File: src/rtl/fifo_arb_pkg.sv
// Shared types and constants for the FIFO write-port arbiter.
// Optional stall counter: FIFO_ARB_STALL_CNT_EN.
package fifo_arb_pkg;

  typedef enum logic [0:0] {
    IDLE = 1'b0,
    XFER = 1'b1
  } arb_state_t;

  localparam int STALL_CNT_W = 16;

endpackage

File: src/rtl/fifo_wr_arbiter_rr_pick.sv
// Combinational round-robin picker: first requester with req high,
// searching from last_owner+1 upward and wrapping modulo N.
module rr_pick #(
  parameter int N = 4,
  localparam int OW = $clog2(N)
) (
  input  logic [N-1:0]  req,
  input  logic [OW-1:0] last_owner,
  output logic [OW-1:0] winner,
  output logic          valid
);

  localparam logic [OW:0] N_EXT = (OW+1)'(N);

  logic [OW:0]   sum  [N];
  logic [OW-1:0] cand [N];

  // cand[gi] is the requester index at rotation distance gi+1 from last_owner
  for (genvar gi = 0; gi < N; gi++) begin : g_cand
    assign sum[gi]  = {1'b0, last_owner} + (OW+1)'(gi + 1);
    assign cand[gi] = (sum[gi] >= N_EXT) ? OW'(sum[gi] - N_EXT) : sum[gi][OW-1:0];
  end

  // Scan farthest to nearest so the nearest requesting candidate wins.
  always_comb begin
    winner = '0;
    valid  = 1'b0;
    for (int k = N - 1; k >= 0; k--) begin
      if (req[cand[k]]) begin
        winner = cand[k];
        valid  = 1'b1;
      end
    end
  end

endmodule

File: src/rtl/fifo_wr_arbiter.sv
// Round-robin, burst-locked arbiter for a single FIFO write port.
// Optional stall counter port enabled by FIFO_ARB_STALL_CNT_EN.
module fifo_wr_arbiter
  import fifo_arb_pkg::*;
#(
  parameter int WIDTH     = 8,
  parameter int N         = 4,
  parameter int MAX_BURST = 16,
  localparam int OW = $clog2(N)
) (
  input  logic               clk,
  input  logic               rst,
  input  logic [N-1:0]       req,
  input  logic [N*WIDTH-1:0] wdata_in,
  input  logic [N-1:0]       last,
  output logic [N-1:0]       gnt,
  input  logic               fifo_full,
  output logic               fifo_wr_en,
  output logic [WIDTH-1:0]   fifo_wdata,
  output logic               busy,
  output logic [OW-1:0]      owner
`ifdef FIFO_ARB_STALL_CNT_EN
  ,
  output logic [STALL_CNT_W-1:0] stall_cnt
`endif
);

  localparam int BW = $clog2(MAX_BURST + 1);

  arb_state_t    state_reg, state_next;
  logic [OW-1:0] owner_reg, owner_next;
  logic [OW-1:0] last_owner_reg, last_owner_next;
  logic [BW-1:0] beat_cnt_reg, beat_cnt_next;

  logic [WIDTH-1:0] word [N];
  logic [OW-1:0]    pick_idx;
  logic             pick_valid;
  logic             req_own;
  logic             last_own;
  logic             accept;

  for (genvar gi = 0; gi < N; gi++) begin : g_unpack
    assign word[gi] = wdata_in[gi*WIDTH +: WIDTH];
  end

  rr_pick #(.N(N)) u_pick (
    .req        (req),
    .last_owner (last_owner_reg),
    .winner     (pick_idx),
    .valid      (pick_valid)
  );

  // Full is honoured in the same cycle, so the FIFO never sees a write while full.
  assign req_own  = req[owner_reg];
  assign last_own = last[owner_reg];
  assign accept   = (state_reg == XFER) && req_own && !fifo_full;

  for (genvar gi = 0; gi < N; gi++) begin : g_gnt
    assign gnt[gi] = accept && (owner_reg == OW'(gi));
  end

  assign fifo_wr_en = accept;
  assign fifo_wdata = accept ? word[owner_reg] : '0;
  assign busy       = (state_reg == XFER);
  assign owner      = owner_reg;

  always_comb begin
    state_next      = state_reg;
    owner_next      = owner_reg;
    last_owner_next = last_owner_reg;
    beat_cnt_next   = beat_cnt_reg;
    case (state_reg)
      IDLE: begin
        if (pick_valid) begin
          owner_next    = pick_idx;
          beat_cnt_next = '0;
          state_next    = XFER;
        end
      end
      XFER: begin
        if (!req_own) begin
          state_next      = IDLE;
          last_owner_next = owner_reg;
        end else if (accept) begin
          beat_cnt_next = beat_cnt_reg + 1'b1;
          if (last_own || (beat_cnt_reg == BW'(MAX_BURST - 1))) begin
            state_next      = IDLE;
            last_owner_next = owner_reg;
          end
        end
      end
      default: state_next = IDLE;
    endcase
  end

  always_ff @(posedge clk) begin
    if (rst) begin
      state_reg      <= IDLE;
      owner_reg      <= '0;
      last_owner_reg <= OW'(N - 1);
      beat_cnt_reg   <= '0;
    end else begin
      state_reg      <= state_next;
      owner_reg      <= owner_next;
      last_owner_reg <= last_owner_next;
      beat_cnt_reg   <= beat_cnt_next;
    end
  end

`ifdef FIFO_ARB_STALL_CNT_EN
  logic [STALL_CNT_W-1:0] stall_cnt_reg;

  always_ff @(posedge clk) begin
    if (rst) begin
      stall_cnt_reg <= '0;
    end else if ((state_reg == XFER) && req_own && fifo_full && (stall_cnt_reg != '1)) begin
      stall_cnt_reg <= stall_cnt_reg + 1'b1;
    end
  end

  assign stall_cnt = stall_cnt_reg;
`endif

endmodule
File: config.mk
export PLATFORM = sky130hd
export DESIGN_NAME = fifo_wr_arbiter
export DESIGN_NICKNAME = d
export VERILOG_FILES = /design/src/rtl/fifo_arb_pkg.sv /design/src/rtl/fifo_wr_arbiter_rr_pick.sv /design/src/rtl/fifo_wr_arbiter.sv
export SDC_FILE = /design/constraint.sdc
export NUM_CORES = 1
export LEC_CHECK = 0
export ABC_AREA = 1
export CORE_MARGIN = 4
export CORE_UTILIZATION = 38
export CTS_CLUSTER_SIZE = 25
export DETAILED_ROUTE_END_ITERATION = 10
export HOLD_SLACK_MARGIN = 0.15
export PLACE_DENSITY = 0.81
export SYNTH_ARGS = -nofsm -noshare
export SYNTH_HDL_FRONTEND = slang
export SYNTH_SLANG_ARGS = --single-unit
File: constraint.sdc
create_clock -name clk -period 1.9 [get_ports clk]
set_input_delay 0.57 -clock clk [delete_from_list [all_inputs] [get_ports clk]]
set_output_delay 0.57 -clock clk [all_outputs]
set_load 0.005 [all_outputs]
==> impl_metrics.yaml, run 1 <==
sta:
  fin_worst_skew_ns: 0.0128
  holdWs_ns: 0.475
  fin_crit_sh_pct: 113
  max-slew-margin-rel_pct: 78.9
  finalSetupViolCount: 13
  drv_slew: 0
  period_needed_ns: 2.14
  finalHoldViolCount: 0
  setup_ws_ns: -0.243
  fmax_mhz: 467
  tightest_slew_ns: 0.313
  rsz0062_at_grt: "true"
grt:
  track_usage_pct: 22.9
  grt_remaining_overflow: 0
  grt_first_pass_wirelength_um: 6220
  grt_pass1_vias: 1413
  antenna_found_initial: 0
  grt_max_degree: 11
finish:
  multi_input_area_um2: 777
  layout-drive-gt1-share_pct: 36.6
  fill_cells: 185
  fin_nets: 319
  area_growth_pct: 94.2
  ff_latch_area_um2: 209
  largest_register_ffs: 5
  diodes: 0
  fin_area_um2: 1960
cts:
  h-tree-depth: 1
  clk_latency_ns: 0.27
  cts_tree: "yes"
  root_buffer: "clkbuf_4"
  holdBufCountCts: 0
  cts_max_path_buffers: 2
  cts_sinks: 10
  clkTransAtPathRegs_ns: 0.07
  cts_buffers: 3
die:
  start_util_pct: 40.3
  std_cell_rows: 18
  die_width_um: 59.5
  die_height_um: 59.5
  core_area_um2: 2500
  dieArea_um2: 3540
  ios: 59
placement:
  numPortBuffers: 58
  dp_slack_ns: -0.913
  gp_congestion: 0.866
  placed_cell_area_um2: 1760
  dp_hpwl_um: 2810
logic_synthesis:
  syn_inst: 176
  yosysWarnings: 0
  syn_nets: 221
  ys_seq_area_share_pct: 19.9
  syn_avg_cell_area_um2: 5.72
  yosys_register_bits: 10
  netlist_area_um2: 1010
  ys_types: 23
route:
  drt-vias-per-instance: 5.01
  antenna_left: 0
  drt_wl_total_um: 4080
  drc: 0
  routedWlPerCell_um: 13.5
  first_pass_iters: 4
  vias: 1518
  drt_iter0_drc: 118
status:
  violations: "setup timing"
  status: "finished with violations"
setup_path:
  reg2reg_slack_ns: 0.24
  arrival_ns: 1.57
  crit_path_end_kind: "primary output"
  critPathKind: "reg2out"
  critical_path_required_ns: 1.33
  path_max_fanout: 5
  startpoint_type: "flop"
pwr:
  p_per_area_nw_per_um2: 1200
  peakVddDrop_mv: 1.13
  leakagePower_nw: 0.947
run:
  drv_cap: 0
min_path:
  min_path_type: "reg2reg"
-- cell usage after synthesis --
cell type	instances	area [um2]
or2_1	1	6.26
dfxtp_1	10	200
a31oi_1	8	50.1
buf_4	1	7.51
nand3_1	13	65.1
a21oi_1	6	30.0
inv_2	4	15.0
ha_1	2	25.0
buf_6	2	22.5
o21ai_0	3	15.0
nand3_2	1	10.0
o21ai_1	2	10.0
nand2_4	3	33.8
nor2_1	18	67.6
inv_1	19	71.3
nand3b_1	1	7.51
a22oi_1	8	60.1
nand4_1	2	12.5
nor2_4	1	11.3
nand2_2	4	25.0
nand2_1	63	236
and3_1	1	6.26
nor2_2	3	18.8
-- routing by layer --
layer	vias to the layer above	share of wire, %	track usage [%]
met1	693	40	27.2
met5	-	0	0
met3	8	4.7	5.01
met2	48	54	40.6
met4	0	1.6	6.47
li1	769	-	-
-- worst paths after layout --
kind / start / to / depth (start not counted)
min: beat_cnt_reg[0]$_SDFFE_PP0P_ / beat_cnt_reg[0]$_SDFFE_PP0P_ / 1
min reg2reg: beat_cnt_reg[0]$_SDFFE_PP0P_ / beat_cnt_reg[0]$_SDFFE_PP0P_ / 1
max reg2reg: owner[0]$_SDFFE_PP0P_ / last_owner_reg[0]$_SDFFE_PP1P_ / 12
max: owner[1]$_SDFFE_PP0P_ / fifo_wdata[0] / 8
-- power breakdown --
part           internal (mW)  switching [mW]
sequential             0.278          0.0944
clock                  0.116          0.0752
combinational          0.859           0.918
total                   1.25            1.09
-- critical path, stage by stage (launching register included) --
cell	delay (ns)
dfxtp_4	0.39
nand2_2	0.09
nor2_2	0.14
nor2_2	0.05
nand2_2	0.12
nand2_8	0.08
buf_6	0.14
a31oi_1	0.15
buf_2	0.14
-- cells by family (layout without fill, tap and decap cells) --
family	after synthesis	after routing	synth area share, %
fa+ha+maj	2	2	2.48
buf+inv	26	123	11.6
flops	10	10	19.9
simple gates	111	111	49.7
compound gates	27	27	16.4
-- metrics by stage --
| stage | power [mW] | utilization, % | setup TNS, ns | cells |
|---|---|---|---|---|
| floorplan | 1.15 | - | 0 | 176 |
| global placement | 1.78 | 70.4 | -12.20 | 283 |
| detailed placement | 1.79 | 70.4 | -12.34 | 283 |
| CTS | 2.18 | 75.7 | -2.07 | 302 |
| global route | 2.53 | 78.2 | -3.52 | 303 |
| finish | 2.34 | 78.2 | -2.57 | 303 |
-- final cells by class --
type | count | share of cell area (%)
multi-input combinational | 140 | 39.7
sequential | 10 | 10.7
clock buffer | 4 | 1.86
inverter | 23 | 4.80
tap | 30 | 1.92
timing repair buffer | 96 | 41.0
-- placed cells by master (no fill, tap or decap), drive strengths merged --
cell / n
nand3: 14
nand4: 2
a21oi: 6
or2: 1
clkbuf: 4
clkdlybuf4s50: 39
dlygate4sd2: 2
dfxtp: 10
and3: 1
buf: 54
nor2: 22
a31oi: 8
nand2: 70
inv: 23
o21ai: 5
a22oi: 8
nand3b: 1
clkdlybuf4s15: 1
ha: 2
-- repair_timing --
action                     in CTS  in global routing
setup buffers                  15                  2
pin swaps                      10                 12
gates resized for setup        91                 17
setup endpoints to repair      15                 20
(Power assumes the default switching activity.)
==> run 2: changes to the inputs <==
--- a/config.mk
+++ b/config.mk
@@ -7,5 +7,4 @@
 export LEC_CHECK = 0
-export ABC_AREA = 1
 export CORE_MARGIN = 4
-export CORE_UTILIZATION = 38
+export CORE_UTILIZATION = 35
 export CTS_CLUSTER_SIZE = 25
@@ -13,3 +12,3 @@
 export HOLD_SLACK_MARGIN = 0.15
-export PLACE_DENSITY = 0.81
+export PLACE_DENSITY = 0.79
 export SYNTH_ARGS = -nofsm -noshare
==> constraint.sdc (replaced) <==
create_clock -name clk -period 1.9 [get_ports clk]
set_input_delay 0.475 -clock clk [delete_from_list [all_inputs] [get_ports clk]]
set_output_delay 0.475 -clock clk [all_outputs]
set_load 0.005 [all_outputs]
==> run 2 against run 1 <==
Against the previous run:
- the flow still finishes with violations (setup timing)
- maximum frequency fell by 1.5%
- global-route usage is 2.2 points lower
- non-clock buffer count is 13 lower
- first-iteration DRC count shrank 69%
- die area decreased by 5.4%
- count of clock-buffer cells in the layout unchanged
- total power shrank 60%
- clock skew is 0.0088 ns lower
- largest power group unchanged
==> impl_metrics.yaml, run 2 <==
route:
  first_pass_iters: 4
  drt_iter0_drc: 36
  routedWlPerCell_um: 17.5
  vias: 1089
  drt_wl_total_um: 3580
  drt-vias-per-instance: 5.34
  antenna_left: 0
  drc: 0
pwr:
  p_clk_share_pct: 19.6
  pwr-share-seq_pct: 26.2
  pwr-share-comb_pct: 54.1
  peakVddDrop_mv: 0.556
  internal-power_mw: 0.664
  p_per_area_nw_per_um2: 539
  leakagePower_nw: 0.766
  switching_share_pct: 29.6
  power_switching_mw: 0.279
setup_path:
  slowest_delay_ns: 0.57
  critical_path_required_ns: 1.42
  critPathKind: "reg2out"
  slowest_stage: "mux4_2"
  crit_path_end_kind: "primary output"
  critical_path.most_common_cell: "buf_6"
  crit_chain: "mux4_2 -> buf_6 -> buf_6 -> and3_4 -> buf_6"
  arrival_ns: 1.70
  path_max_fanout: 4
  startpoint_type: "flop"
logic_synthesis:
  syn_avg_cell_area_um2: 8.96
  yosysMostFrequentCell: "and3_1"
  syn_nets: 142
  syn_inst: 97
  synth_flop_cell: "dfxtp_1"
  synth.top_cell.area_share_pct: 23.3
  yosys.area.top_type: "mux4_2"
  netlist_area_um2: 870
  synthArstFlopShare_pct: 0
  ys_types: 30
  yosys-top-cells-count: "12 x and3_1, 10 x dfxtp_1, 9 x mux4_2"
  yosysWarnings: 0
  synth_area_leaders: "mux4_2 23%, dfxtp_1 23%, and3_1 8.6%"
  yosys_register_bits: 10
  ys_seq_area_share_pct: 23.0
  synth_enable_flop_cells: 0
die:
  core_area_um2: 2300
  start_util_pct: 37.9
  std_cell_rows: 17
  ios: 59
  dieArea_um2: 3350
  die_height_um: 57.8
  die_width_um: 57.8
placement:
  numPortBuffers: 58
  gp_congestion: 0.817
  dpl.cell_count: 190
  dp_slack_ns: -0.799
  dp_hpwl_um: 2520
sta:
  fin_worst_skew_ns: 0.00404
  fin_crit_sh_pct: 115
  tightest_slew_ns: 0.323
  finalHoldViolCount: 0
  max-slew-margin-rel_pct: 78.4
  setup_tns_ns: -2.94
  holdWs_ns: 0.472
  drv_slew: 0
  finalSetupViolCount: 13
  setup_ws_ns: -0.276
  period_needed_ns: 2.18
  rsz0062_at_grt: "true"
  fmax_mhz: 460
finish:
  diodes: 0
  layout.cells.most_common: "clkdlybuf4s50_1"
  mostFrequentLayoutCells: "36 x clkdlybuf4s50_1, 15 x buf_6, 15 x buf_4"
  finalNonFillerCells: 204
  fin_nets: 222
  largest_register_ffs: 5
  layout-drive-gt1-share_pct: 40.9
  final_util_pct: 76.1
  area_growth_pct: 101
cts:
  cts_buffers: 3
  cts_sinks: 10
  h-tree-depth: 1
  clk_latency_ns: 0.26
  cts_max_path_buffers: 2
  cts_tree: "yes"
  clkTransAtPathRegs_ns: 0.06
  root_buffer: "clkbuf_4"
min_path:
  min_path_type: "reg2reg"
grt:
  met3_usage_pct: 5.57
  grt_util_met2_pct: 37.6
  grt_max_degree: 18
  busiest_layer: "met2"
  gr-usage-met1_pct: 23.4
  grt_first_pass_wirelength_um: 5350
  track_usage_pct: 20.7
  antenna_found_initial: 0
  grt_remaining_overflow: 0
  grt_pass1_vias: 1111
run:
  drv_cap: 0
status:
  violations: "setup timing"
  status: "finished with violations"
run 2: repair_timing:
action                                  CTS  global route
setup buffers                            10             4
cloned                                    1             0
hold buffers                              0             0
pin swaps                                 6             2
gates resized for setup                  99             9
endpoints found under the setup margin   16            15
run 2: power groups by stage:
stage | Sequential, mW | Combinational (mW) | Clock [mW]
3_3_place_gp | 0.249 | 0.397 | 0
2_1_floorplan | 0.249 | 0.197 | 0
5_1_grt | 0.249 | 0.544 | 0.202
3_5_place_dp | 0.251 | 0.404 | 0
6_report | 0.247 | 0.510 | 0.185
4_1_cts | 0.247 | 0.467 | 0.193
run 2: through the flow:
stage	power (mW)	instance area [um2]
floorplan	0.446	872
global placement	0.645	1570
detailed placement	0.656	1570
CTS	0.907	1690
global route	0.995	1750
finish	0.943	1750
run 2: worst max-delay path: cells and delay by family, from the launching register on:
family	cells	cell delay, ns
multiplexers	1	0.57
AND/OR/NAND/NOR	1	0.14
buffers and inverters	3	0.38
flip-flops	1	0.35
run 2: area by class of cell:
cell class / instances / area (um2)
clock buffers: 4 / 36.3
fillers: 153 / 548
inverters: 8 / 35.0
multi-input cells: 71 / 654
flip-flops and latches: 10 / 203
well taps: 28 / 35.0
repair buffers: 83 / 786
run 2: cells by family (layout without fill, tap and decap cells):
group | count (synthesis) | count (layout) | share of synthesized area [%]
fa+ha+maj | 2 | 2 | 2.88
simple gates | 36 | 36 | 22.3
mux | 13 | 13 | 27.9
xor+xnor | 2 | 2 | 2.01
flops | 10 | 10 | 23.0
compound gates | 18 | 18 | 13.7
buf+inv | 16 | 95 | 8.20
run 2: worst paths after layout:
kind / from / endpoint / slack [ns] / cells after the start
worst min-delay path: beat_cnt_reg[4]$_SDFFE_PP0P_ / beat_cnt_reg[4]$_SDFFE_PP0P_ / 0.47 / 2
worst min register to register: beat_cnt_reg[4]$_SDFFE_PP0P_ / beat_cnt_reg[4]$_SDFFE_PP0P_ / 0.47 / 2
worst max register to register: owner[1]$_SDFFE_PP0P_ / last_owner_reg[0]$_SDFFE_PP1P_ / 0.07 / 7
worst max-delay path: owner[1]$_SDFFE_PP0P_ / fifo_wdata[4] / -0.28 / 5
run 2: layer usage:
layer  part of all wire [%]  wire [um]
met1                     38       1350
met2                     49       1740
met3                     11        400
met4                    2.3         81
met5                      0          0
